File: config.mk
export PLATFORM = sky130hd
export DESIGN_NAME = systolic_feeder_3by3
export DESIGN_NICKNAME = d
export VERILOG_FILES = /design/src/rtl/systolic_feeder_3by3.sv
export SDC_FILE = /design/constraint.sdc
export NUM_CORES = 1
export LEC_CHECK = 0
export BUFFER_PORTS_ARGS = -buffer_cell sky130_fd_sc_hd__buf_2
export CAP_MARGIN = 20
export CORE_UTILIZATION = 54
export DETAILED_ROUTE_END_ITERATION = 16
export PLACE_DENSITY_LB_ADDON = 0.2
export SLEW_MARGIN = 10
export SYNTH_ARGS = -nofsm -noshare
export SYNTH_HDL_FRONTEND = slang
export SYNTH_SLANG_ARGS = --single-unit
File: constraint.sdc
create_clock -name clk -period 2.95 [get_ports clk]
set_clock_uncertainty 0.05 [all_clocks]
set_input_delay 0.1475 -clock clk [delete_from_list [all_inputs] [get_ports clk]]
set_output_delay 0.1475 -clock clk [all_outputs]
set_load 0.05 [all_outputs]
File: src/rtl/systolic_feeder_3by3.sv
// Buffers one 3x3 A and one 3x3 B matrix and streams them as skewed
// diagonal wavefronts into a 3x3 systolic array, then drains and pulses done.
module systolic_feeder_3by3 #(
  parameter int DATA_W       = 8,
  parameter int DRAIN_CYCLES = 4
) (
  input  logic              clk,
  input  logic              reset,
  input  logic              wr_en,
  input  logic              wr_sel,
  input  logic [1:0]        wr_row,
  input  logic [1:0]        wr_col,
  input  logic [DATA_W-1:0] wr_data,
  input  logic              start,
  output logic              busy,
  output logic              done,
  output logic              valid,
  output logic [DATA_W-1:0] a_out_0,
  output logic [DATA_W-1:0] a_out_1,
  output logic [DATA_W-1:0] a_out_2,
  output logic [DATA_W-1:0] b_out_0,
  output logic [DATA_W-1:0] b_out_1,
  output logic [DATA_W-1:0] b_out_2
);

  typedef enum logic [1:0] {
    IDLE,
    STREAM,
    DRAIN,
    DONE
  } state_t;

  state_t state_q, state_d;

  logic [2:0] t_q, t_d;
  logic [3:0] dr_q, dr_d;
  logic       load;
  logic [2:0] tn;

  logic [DATA_W-1:0] a_q [3][3];
  logic [DATA_W-1:0] a_d [3][3];
  logic [DATA_W-1:0] b_q [3][3];
  logic [DATA_W-1:0] b_d [3][3];
  logic [DATA_W-1:0] al_q [3];
  logic [DATA_W-1:0] al_d [3];
  logic [DATA_W-1:0] bl_q [3];
  logic [DATA_W-1:0] bl_d [3];

  always_comb begin
    state_d = state_q;
    t_d     = t_q;
    dr_d    = dr_q;
    a_d     = a_q;
    b_d     = b_q;
    load    = 1'b0;
    tn      = 3'd0;
    unique case (state_q)
      IDLE: begin
        if (start) begin
          state_d = STREAM;
          t_d     = 3'd0;
          load    = 1'b1;
        end else if (wr_en && wr_row != 2'd3
                     && wr_col != 2'd3) begin
          if (wr_sel) b_d[wr_row][wr_col] = wr_data;
          else        a_d[wr_row][wr_col] = wr_data;
        end
      end
      STREAM: begin
        if (t_q == 3'd4) begin
          state_d = DRAIN;
          dr_d    = 4'd0;
        end else begin
          t_d  = t_q + 3'd1;
          tn   = t_q + 3'd1;
          load = 1'b1;
        end
      end
      DRAIN: begin
        if (dr_q == 4'(DRAIN_CYCLES - 1)) state_d = DONE;
        else dr_d = dr_q + 4'd1;
      end
      DONE: state_d = IDLE;
      default: state_d = IDLE;
    endcase

    // Lane i carries element k of its row/column when t == i + k.
    for (int i = 0; i < 3; i++) begin
      al_d[i] = '0;
      bl_d[i] = '0;
      for (int k = 0; k < 3; k++) begin
        if (load && tn == 3'(i + k)) begin
          al_d[i] = a_q[i][k];
          bl_d[i] = b_q[k][i];
        end
      end
    end
  end

  always_ff @(posedge clk or negedge reset) begin
    if (!reset) begin
      state_q <= IDLE;
      t_q     <= 3'd0;
      dr_q    <= 4'd0;
      for (int i = 0; i < 3; i++) begin
        al_q[i] <= '0;
        bl_q[i] <= '0;
        for (int k = 0; k < 3; k++) begin
          a_q[i][k] <= '0;
          b_q[i][k] <= '0;
        end
      end
    end else begin
      state_q <= state_d;
      t_q     <= t_d;
      dr_q    <= dr_d;
      al_q    <= al_d;
      bl_q    <= bl_d;
      a_q     <= a_d;
      b_q     <= b_d;
    end
  end

  assign busy    = (state_q == STREAM) || (state_q == DRAIN);
  assign valid   = (state_q == STREAM);
  assign done    = (state_q == DONE);
  assign a_out_0 = al_q[0];
  assign a_out_1 = al_q[1];
  assign a_out_2 = al_q[2];
  assign b_out_0 = bl_q[0];
  assign b_out_1 = bl_q[1];
  assign b_out_2 = bl_q[2];

endmodule

==> metrics.txt <==
Die Ht=128 um; Cell Area, Synth=0.00861 mm^2; measured slew at the worst slew-check pin=0.875 ns; die area=0.0165 mm^2; max_cap viols=0; via count=5,414; cell breakdown of the critical path=inv_1 -> ha_1 -> nand2b_1 -> or4b_1 -> or3b_1 -> mux2_4; GRT overflow=0; Critical Path AT=3.03 ns; vias per inst=5.67; routability congestion estimate=0.804; die outline width=128 um; Top delay family on crit path=simple AND/OR/NAND/NOR gates; final hold violation count=0; final setup vio count=0; Detailed Place HPWL=11.6 mm; syn_nets=678; Root Buffer=clkbuf_16; Max stage delay on crit path=0.62 ns; Synth-to-Final Area Change=15.7%; Setup Crit Path Kind=flop to flop; Synth cell types=47; Placeable Area=0.0154 mm^2; Global Route Usage Sum=0.241; initial core utilization=0.560; post-synthesis sequential area ratio=0.584; Pwr Density=813 mW/mm^2; Final Cell Area=0.00996 mm^2; CTS tree=yes; RSZ-0062 raised after global routing=false; CTS buffer count=21; fmax=369 MHz; clock sink count=201; Post-synth EDFFs=0; Hold Path Class=input pin to flop; routed len/inst=19.6 um; DRC violations left=0; Critical Path RT=3.27 ns; vias in the first global route=5,703; top post-synthesis cells by area=dfrtp_1 58%, mux2_2 18%, mux2i_1 4.0%; Startpoint Class=flop; Buf/Inv on CP=1; worst vdd ir=0.672 mV; Period minus WS final=2.71 ns; hold path depth=2; Endpoint, Worst Hold=a_q[28]; Final ANT Viol Nets=0; Worst Min Path Start=wr_data[4]; r2r startpoint=state_q[0]; Layout Nets=753; Synth area leader=dfrtp_1; Worst setup EP type=flop; first-pass GRT wire length=30.5 mm; area share of the leading cell type in the synthesized netlist=0.584; r2r endpoint=b_q[42]; final WL=18.7 mm; DRT iter0 DRCs=254; # IOs=68; reg2reg path depth=6; Async SR Flop Fraction=1.00; # resized after CTS=0; critical path's slowest cell=or3b_1; Clock Pin Slew Worst Setup and Hold Paths=0.06 ns; status=completed; Max Transition Viols Final=0; Placed Area=0.00924 mm^2; flops & latches, synth=201; Syn Inst Count=653; worst skew pair latency=0.48 ns; final worst-path cycle share=0.919; port buffer count=67; drt pass-1 iters=5; CP max FO=8; largest net degree at the start of global routing=87; relative slew slack=0.417; H-Tree Depth=1; initial antenna violation count=2; synth warn=0; Max clock buf depth=3; Reg2Reg Setup Slack=0.24 ns; TNS Setup=0 ns; layout cell share with drive strength beyond 1=0.373; row count=45; Synth Flop Type=dfrtp_1; Static Leak=0.00512 uW; mean area per synthesized cell=13.2 um^2
placed cells by master (no fill, tap or decap), types with 2 or more instances in the layout:
cell           synthesis  routed
inv_1                  8       8
buf_4                  1      16
o22a_1                16      16
diode_2                0       2
dfrtp_1              201     201
nand4_1                2       2
o21ai_0               21      21
buf_12                 0       2
nor3_1                 2       2
bufinv_16              0       2
mux2i_1               34      34
nor2_2                 2       2
nand2_1               32      32
nor3b_1               18      18
a21o_1                17      17
mux2_4                 8       8
nor2b_1                4       4
clkbuf_16              0      21
mux2_2               138     138
nor2_1                39      39
nand2b_1               8       8
buf_2                  6      66
and3_1                 2       2
clkinv_2               0       6
dlygate4sd3_1          0       2
nand3_1                7       7
a21oi_1               25      25
clkbuf_1              25       3
nor3_2                 4       4
clkbuf_8               0       5
ha_1                   8       8
synthesized netlist by cell type, types with 2 or more instances:
| cell | count |
|---|---|
| inv_1 | 8 |
| nand2_1 | 32 |
| nand4_1 | 2 |
| nor2_2 | 2 |
| nor3b_1 | 18 |
| dfrtp_1 | 201 |
| a21oi_1 | 25 |
| mux2i_1 | 34 |
| nor2b_1 | 4 |
| mux2_2 | 138 |
| mux2_4 | 8 |
| nor3_1 | 2 |
| o21ai_0 | 21 |
| clkbuf_1 | 25 |
| nand2b_1 | 8 |
| o22a_1 | 16 |
| buf_2 | 6 |
| nor3_2 | 4 |
| and3_1 | 2 |
| nor2_1 | 39 |
| buf_1 | 3 |
| nand3_1 | 7 |
| ha_1 | 8 |
| a21o_1 | 17 |
registers in the layout (all words and copies together), names as in the netlist:
register	cells
state_q	2
b_out_0	8
t_q	3
a_out_1	8
dr_q	4
a_out_0	8
b_q	72
a_out_2	8
a_q	72
b_out_1	8
b_out_2	8
cells by family after synthesis:
family,count (synthesis),synth area share
mux,180,0.234
compound gates,90,0.0695
xor+xnor,1,0.00102
flops,201,0.584
simple gates,130,0.0795
buf+inv,43,0.0201
fa+ha+maj,8,0.0116
cell type report:
type                    instances  area, um^2
fillers                      1161        5420
flip-flops and latches        201        5030
multi-input cells             409        3410
clock buffers                  28         592
repair buffers                 87         524
well taps                     211         264
clock inverters                 9        97.6
inverters                       8        30.0
diodes                          2        5.00
where the power goes:
| group | leakage (uW) | switching (uW) | internal [uW] |
|---|---|---|---|
| registers | 0.00277 | 195 | 3100 |
| logic | 0.00201 | 1410 | 768 |
| clock network | 0.000343 | 1040 | 1580 |
| total | 0.00512 | 2640 | 5450 |
per-layer routing:
layer / vias to the layer above / global-route usage / routed length, um / share of wire
met5: - / 0 / 0 / 0
met4: 0 / 0.0692 / 300 / 0.016
met3: 23 / 0.0351 / 733 / 0.039
met2: 108 / 0.390 / 9000 / 0.48
met1: 2827 / 0.340 / 8650 / 0.46
li1: 2456 / - / - / -
how the worst max path moves through the flow:
stage / slack [ns] / startpoint / endpoint / cells past startpoint
finish: 0.24 / state_q[0] / b_q[42] / 6
global route: 0.11 / state_q[0] / b_q[42] / 6
CTS: 0.25 / state_q[0] / b_q[42] / 6
detailed placement: 0.26 / state_q[0] / b_q[42] / 6
floorplan: 0.22 / t_q[0] / a_out_0[0] / 9
global placement: 0.32 / state_q[0] / b_q[45] / 6
metrics by stage:
stage | power, uW | setup slack [ns] | utilization | hold slack, ns | cells
after global routing | 8480 | 0.108 | 0.648 | 0.192 | 955
after detailed placement | 5520 | 0.264 | 0.601 | 0.208 | 914
after CTS | 8160 | 0.248 | 0.647 | 0.174 | 953
after floorplan | 4920 | 0.218 | - | -0.198 | 653
final | 8100 | 0.239 | 0.648 | 0.186 | 955
after global placement | 5450 | 0.324 | 0.601 | 0.189 | 914
repair_timing:
action,4_1_cts,5_1_grt
setup buffers,0,0
hold buffers,2,0
endpoints found under the hold margin,86,0
No activity file was read; power rests on OpenSTA's default activity.
